--- src/rtl/sseg_scan.sv ---
`default_nettype none
// ============================================================================
// Module      : sseg_scan
// Description : Multiplexed seven-segment scanner for any digit count.
//               Supports per-digit decimal point and blanking, and PWM
//               brightness. Display data is double-buffered and swapped only
//               at frame boundaries, so the display never tears.
//               Optional macro SSEG_LZS_EN enables leading-zero suppression.
// Revision    : 1.0 - initial release
// ============================================================================
module sseg_scan #(
    parameter int DIGITS   = 4,
    parameter int N        = 16,
    parameter int BRIGHT_W = 4
) (
    input  logic                  clk,
    input  logic                  rst,
    input  logic [4*DIGITS-1:0]   in,
    input  logic [DIGITS-1:0]     dp,
    input  logic [DIGITS-1:0]     blank,
    input  logic [BRIGHT_W-1:0]   bright,
    input  logic                  load,
    output logic [7:0]            c,
    output logic [DIGITS-1:0]     an,
    output logic                  frame
);

    localparam int              DW         = (DIGITS > 1) ? $clog2(DIGITS) : 1;
    localparam logic [DW-1:0]   c_LAST_DIG = DW'(DIGITS - 1);
    localparam logic [N-1:0]    c_CTR_MAX  = {N{1'b1}};

    // Scan state
    logic [N-1:0]           r_ctr;
    logic [DW-1:0]          r_dig;
    logic                   r_pending;

    // Shadow (displayed) data set
    logic [4*DIGITS-1:0]    r_sh_in;
    logic [DIGITS-1:0]      r_sh_dp;
    logic [DIGITS-1:0]      r_sh_blank;
    logic [BRIGHT_W-1:0]    r_sh_bright;

    // Registered pin drivers
    logic [7:0]             r_c;
    logic [DIGITS-1:0]      r_an;
    logic                   r_frame;

    // Post-edge values; outputs are derived from these so they move on the
    // same edge as the digit index.
    logic                   w_wrap;
    logic                   w_last;
    logic                   w_bound;
    logic                   w_swap;
    logic [N-1:0]           w_ctr_nx;
    logic [DW-1:0]          w_dig_nx;
    logic [4*DIGITS-1:0]    w_sh_in_nx;
    logic [DIGITS-1:0]      w_sh_dp_nx;
    logic [DIGITS-1:0]      w_sh_blank_nx;
    logic [BRIGHT_W-1:0]    w_sh_bright_nx;

    logic [3:0]             w_nib;
    logic                   w_dp_sel;
    logic                   w_blank_sel;
    logic                   w_lz_sel;
    logic [DIGITS-1:0]      w_lz;
    logic                   w_lit;
    logic [7:0]             w_c_nx;
    logic [DIGITS-1:0]      w_an_nx;

    // Segment pattern (bits 6:0, active low) for a hex nibble
    function automatic logic [6:0] f_glyph(input logic [3:0] i_nib);
        logic [6:0] v_g;
        case (i_nib)
            4'h0: v_g = 7'h40;
            4'h1: v_g = 7'h79;
            4'h2: v_g = 7'h24;
            4'h3: v_g = 7'h30;
            4'h4: v_g = 7'h19;
            4'h5: v_g = 7'h12;
            4'h6: v_g = 7'h02;
            4'h7: v_g = 7'h78;
            4'h8: v_g = 7'h00;
            4'h9: v_g = 7'h10;
            4'hA: v_g = 7'h08;
            4'hB: v_g = 7'h03;
            4'hC: v_g = 7'h27;
            4'hD: v_g = 7'h21;
            4'hE: v_g = 7'h06;
            default: v_g = 7'h0E;
        endcase
        return v_g;
    endfunction

    // Prescaler/digit advance and the frame-boundary swap decision
    always_comb begin
        w_wrap   = (r_ctr == c_CTR_MAX);
        w_last   = (r_dig == c_LAST_DIG);
        w_bound  = w_wrap & w_last;
        w_swap   = w_bound & (r_pending | load);
        w_ctr_nx = r_ctr + 1'b1;
        if (!w_wrap)
            w_dig_nx = r_dig;
        else if (w_last)
            w_dig_nx = '0;
        else
            w_dig_nx = r_dig + 1'b1;
        w_sh_in_nx     = w_swap ? in     : r_sh_in;
        w_sh_dp_nx     = w_swap ? dp     : r_sh_dp;
        w_sh_blank_nx  = w_swap ? blank  : r_sh_blank;
        w_sh_bright_nx = w_swap ? bright : r_sh_bright;
    end

`ifdef SSEG_LZS_EN
    // A digit is suppressed when it and every higher shadow nibble are zero;
    // digit 0 is always shown.
    always_comb begin
        logic v_zero_run;
        v_zero_run = 1'b1;
        w_lz       = '0;
        for (int d = DIGITS - 1; d >= 0; d--) begin
            v_zero_run = v_zero_run & (w_sh_in_nx[4*d +: 4] == 4'h0);
            w_lz[d]    = v_zero_run & (d != 0);
        end
    end
`else
    assign w_lz = '0;
`endif

    // Select the shadow data belonging to the digit shown after this edge
    always_comb begin
        w_nib       = 4'h0;
        w_dp_sel    = 1'b0;
        w_blank_sel = 1'b1;
        w_lz_sel    = 1'b0;
        for (int d = 0; d < DIGITS; d++) begin
            if (w_dig_nx == DW'(d)) begin
                w_nib       = w_sh_in_nx[4*d +: 4];
                w_dp_sel    = w_sh_dp_nx[d];
                w_blank_sel = w_sh_blank_nx[d];
                w_lz_sel    = w_lz[d];
            end
        end
    end

    // PWM gating and pin patterns; brightness compares the top counter bits
    always_comb begin
        w_lit  = ~w_blank_sel & ~w_lz_sel &
                 (w_ctr_nx[N-1 -: BRIGHT_W] < w_sh_bright_nx);
        w_c_nx = w_lit ? {~w_dp_sel, f_glyph(w_nib)} : 8'hFF;
        for (int d = 0; d < DIGITS; d++)
            w_an_nx[d] = ~(w_lit & (w_dig_nx == DW'(d)));
    end

    // State, shadow set and registered outputs
    always_ff @(posedge clk or posedge rst) begin
        if (rst) begin
            r_ctr       <= '0;
            r_dig       <= '0;
            r_pending   <= 1'b0;
            r_sh_in     <= '0;
            r_sh_dp     <= '0;
            r_sh_blank  <= '1;
            r_sh_bright <= '0;
            r_c         <= 8'hFF;
            r_an        <= '1;
            r_frame     <= 1'b0;
        end else begin
            r_ctr       <= w_ctr_nx;
            r_dig       <= w_dig_nx;
            if (w_swap)
                r_pending <= 1'b0;
            else if (load)
                r_pending <= 1'b1;
            r_sh_in     <= w_sh_in_nx;
            r_sh_dp     <= w_sh_dp_nx;
            r_sh_blank  <= w_sh_blank_nx;
            r_sh_bright <= w_sh_bright_nx;
            r_c         <= w_c_nx;
            r_an        <= w_an_nx;
            r_frame     <= w_bound;
        end
    end

    assign c     = r_c;
    assign an    = r_an;
    assign frame = r_frame;

endmodule
`default_nettype wire

--- config.mk ---
export PLATFORM = sky130hd
export DESIGN_NAME = sseg_scan
export DESIGN_NICKNAME = d
export VERILOG_FILES = /design/src/rtl/sseg_scan.sv
export SDC_FILE = /design/constraint.sdc
export NUM_CORES = 1
export LEC_CHECK = 0
export ABC_CLOCK_PERIOD_IN_PS = 7900
export CORE_MARGIN = 10
export CORE_UTILIZATION = 40
export DETAILED_ROUTE_END_ITERATION = 8
export GPL_TIMING_DRIVEN = 0
export PLACE_DENSITY_LB_ADDON = 0.05
export RECOVER_POWER = 50
export SLEW_MARGIN = 10
export SYNTH_ARGS = -nofsm -noshare
export SYNTH_HDL_FRONTEND = slang
export SYNTH_SLANG_ARGS = --single-unit
--- constraint.sdc ---
create_clock -name clk -period 7.9 [get_ports clk]
set_input_delay 1.58 -clock clk [delete_from_list [all_inputs] [get_ports clk]]
set_output_delay 1.58 -clock clk [all_outputs]
set_load 0.02 [all_outputs]
==> impl.org <==
** Status
- Run status :: finished, violations left
- The final reports fail on max-capacitance violations, max-slew violations.

** Worst setup path
- Measured in cells, the most critical reg-to-reg path has a length of 14.
- STA classifies the critical path endpoint as a flop.
- At the worst endpoint, the required time is 8140 ps.
- The endpoint identified for the worst register-to-register timing path is an[0].
- Launching element type of the critical path :: primary input
- Worst reg2reg setup slack :: 4320 ps
- The startpoint identified for the worst register-to-register timing path is r_dig[0].
- The critical path starts at load.
- In this run the worst setup path terminates at an[0].
- Crit-path max FO :: 10
- Worst Path Class, Setup :: primary input to flop
- STA puts the critical path data arrival time at just under 5000 ps.

** Pwr
- Max rail drop VDD :: 0.0928 mV
- Power spread over the standard cell area amounts to around 150 nW/um^2.
- For this design the static power due to leakage is 1.73 nW.
- Total power :: 0.000567 W

** Placement
- Pre-CTS setup slack :: around 2900 ps
- At the end of routability-driven placement, the weighted congestion stood at 0.750.
- The placed instances occupy a cell area of 3540 um^2.
- Input and output buffers added on the ports amount to 43.
- Post-detail-place hpwl :: 4620 um

** Clock network
- TritonCTS built the clock tree.
- Buffers inserted to repair hold after CTS numbered 0.
- Clock sink total :: 60
- The clock tree synthesis step divided the H-tree into 3 levels.
- Clock-pin slew was measured on the worst setup and hold paths at 60 ps.
- Postcts setup bufs :: 0
- Deepest clock path buffer count :: 2
- The cell sitting at the root of the clock tree is a sky130_fd_sc_hd__clkbuf_8.
- Clock buffers created by TritonCTS :: 9
- Insertion delay to the later sink of the worst-skew pair :: 340 ps
- The number of gates resized after CTS was 0.

** GRT
- Global-route usage over all layers :: 11.9%
- The number of global-route vias before repair was approximately 2200.
- The total overflow left after global routing is 0.
- Number of antenna violations at the first check in global routing :: 0
- The first global-routing pass estimated around 11000 um of wire.
- Pin count of the biggest net entering global routing :: between 60 and 70

** Timing
- Setup violators final :: 0
- Hold timing on the final database bottoms out at a slack of 462 ps.
- Slew of the pin with the lowest slew margin :: 2590 ps
- After routing, the total negative slack on setup checks comes to 0 ps.
- For this run, the top clock speed supported by timing is 0.213 GHz.
- Fin worst setup slack :: 3210 ps
- Setup repair after global routing missed its margin :: false
- The count of final hold-check violations came to 0.
- Between clock sinks in the finished design, the worst skew comes to between 15 and 20 ps.
- Time the worst path needs with I/O delays and setup :: 4690 ps
- Max-slew violation count :: 61
- Fraction of the cycle the final worst path needs :: 59.4%
- In this run the tightest slew margin relative to its limit is -73.6%.

** Route
- Dividing the detail-routed wire length by the instance count gives 15.0 um.
- Vias per std cell :: about 5
- For this run, design rule violations remaining after detail routing come to 0.
- Count of routing violations after the opening detailed-route iteration :: 71
- Count of nets left with antenna violations after detail routing :: 0
- Detailed-routing iteration count for the pre-antenna-repair pass :: 4
- Total via count in the routed design :: about 2100
- Drt total wl :: 6400 um

** Layout
- Summing all non-filler instances in the final layout gives an area of 3690 um^2.
- Leaving out fill and tap cells, the most frequent cell in the layout is sky130_fd_sc_hd__nand2_1.
- Layout cells sized above 1 :: 20.1%
- Net total in the final layout :: 365
- Compared with the post-synthesis result, the final layout area differs by 23.8%.
- Commonest cells after routing, fill and taps aside :: 45 x sky130_fd_sc_hd__nand2_1, 44 x sky130_fd_sc_hd__dfrtp_1, 41 x sky130_fd_sc_hd__clkdlybuf4s50_1
- N_diodes :: 0

** Flow run
- The tool flagged a number of max-cap violations equal to 1.

** Synth
- Yosys cell types :: 46
- In this run the cell area of the synthesized design comes to 2980 um^2.
- Share of synthesized area occupied by flip-flops and latches :: 51.0%
- Cells after Synth :: 269
- A synthesized cell averages 11.1 um^2.
- Synthesis warning total :: 0
- Counting every net in the synthesized netlist gives ~310.
- The synthesized design contains 60 register bits.

** Floorplanning
- Die H :: between 100 and 150 um
- The floorplan step defined a core boundary enclosing 7250 um^2.
- The floorplan has 31 rows.
- Die Outline Area :: roughly 11000 um^2
- For this configuration, the core starts out at a cell density of approximately two fifths.
- For this design the top-level I/O count stands at 44.
- Die outline width :: 106 um

** Worst hold path
- The worst hold path belongs to the class flop to flop.
worst min-delay path by stage:
stage,slack [ps],endpoint,startpoint,depth (start not counted)
3_3_place_gp,440,r_sh_blank[2],r_sh_blank[2],2
6_report,460,r_sh_blank[2],r_sh_blank[2],2
4_1_cts,460,r_sh_blank[2],r_sh_blank[2],2
2_1_floorplan,430,r_sh_dp[1],r_sh_dp[1],2
5_1_grt,490,r_sh_blank[2],r_sh_blank[2],2
3_5_place_dp,460,r_sh_blank[2],r_sh_blank[2],2
cells in the mapped netlist (all sizes together):
master  number  area share [%]
o22ai        1            0.21
o32a         1            0.34
a211o        1            0.29
o211ai       3            0.76
a32oi        1            0.29
or3          1            0.21
o221ai       2             1.0
o21ai       15             2.5
dfstp       16              14
mux2        14             5.7
and4         3             1.1
xor2         3            0.88
a21boi       1            0.38
mux2i       14             5.2
a21oi        4            0.67
nand3       13             2.5
nand4        5             1.0
and3         7             1.5
dfrtp       44              37
o311ai       2            0.59
clkbuf       4            0.50
a31oi        1            0.21
nor3b        1            0.25
xnor2       11             3.2
a31o         1            0.29
nand2b       1            0.46
buf          4             1.1
nand2       45             5.7
nor3         4             1.2
a211oi       2            0.50
mux4         2             1.5
and2         3            0.63
inv         17             2.1
ha          11             4.6
nor2        11             1.5
per-layer routing:
layer / part of all wire [%] / GRT usage (%)
met2: 45 / 18.2
met4: 1.5 / 4.64
met1: 48 / 15.5
met5: 0 / 0
met3: 4.9 / 3.56
critical path: stages:
cell and delay, ps:
sky130_fd_sc_hd__dlygate4sd3_1 550, sky130_fd_sc_hd__o21ai_1 360, sky130_fd_sc_hd__nand2b_4 250, sky130_fd_sc_hd__or3_1 110
sky130_fd_sc_hd__buf_2 140, sky130_fd_sc_hd__buf_6 160, sky130_fd_sc_hd__clkbuf_1 410, sky130_fd_sc_hd__mux2i_1 290
sky130_fd_sc_hd__ha_1 270, sky130_fd_sc_hd__a21oi_1 180, sky130_fd_sc_hd__o21ai_1 130, sky130_fd_sc_hd__nor3_4 220
sky130_fd_sc_hd__buf_6 180, sky130_fd_sc_hd__nand3_1 90
metrics by stage:
step,instances,util (%)
3_3_place_gp,411,48.7
4_1_cts,427,51.0
6_report,427,50.9
2_1_floorplan,269,-
3_5_place_dp,411,48.8
5_1_grt,427,50.9
cells by family (layout without fill, tap and decap cells):
family	after synthesis	in the layout	share of synthesized area, %
simple gates	94	94	16.0
flops	60	60	51.0
compound gates	35	35	8.06
mux	30	30	12.4
buf+inv	25	84	3.73
xor+xnor	14	14	4.11
fa+ha+maj	11	11	4.62
registers in the layout (all words and copies together), names as in the netlist:
name / flops
an: 4
c: 8
frame: 1
r_ctr: 16
r_dig: 2
r_pending: 1
r_sh_blank: 4
r_sh_bright: 4
r_sh_dp: 4
r_sh_in: 16
report_power, final:
| part | internal [W] | leakage (nW) | switching, W |
|---|---|---|---|
| clock | 0.000121 | 0.0872 | 0.000117 |
| combinational | 0.0000131 | 0.901 | 0.00000870 |
| sequential | 0.000308 | 0.737 | 0.00000000000000000000573 |
| total | 0.000442 | 1.73 | 0.000126 |
final cells by class:
class / instances / area (um^2)
timing repair buffer: 43 / 430
multi-input combinational: 184 / 1340
clock buffer: 13 / 149
fill: 714 / 3560
buffer: 8 / 47.5
sequential: 60 / 1520
clock inverter: 3 / 15.0
tap: 99 / 124
inverter: 17 / 65.1
Note: power is estimated with default switching activity, not from simulation.
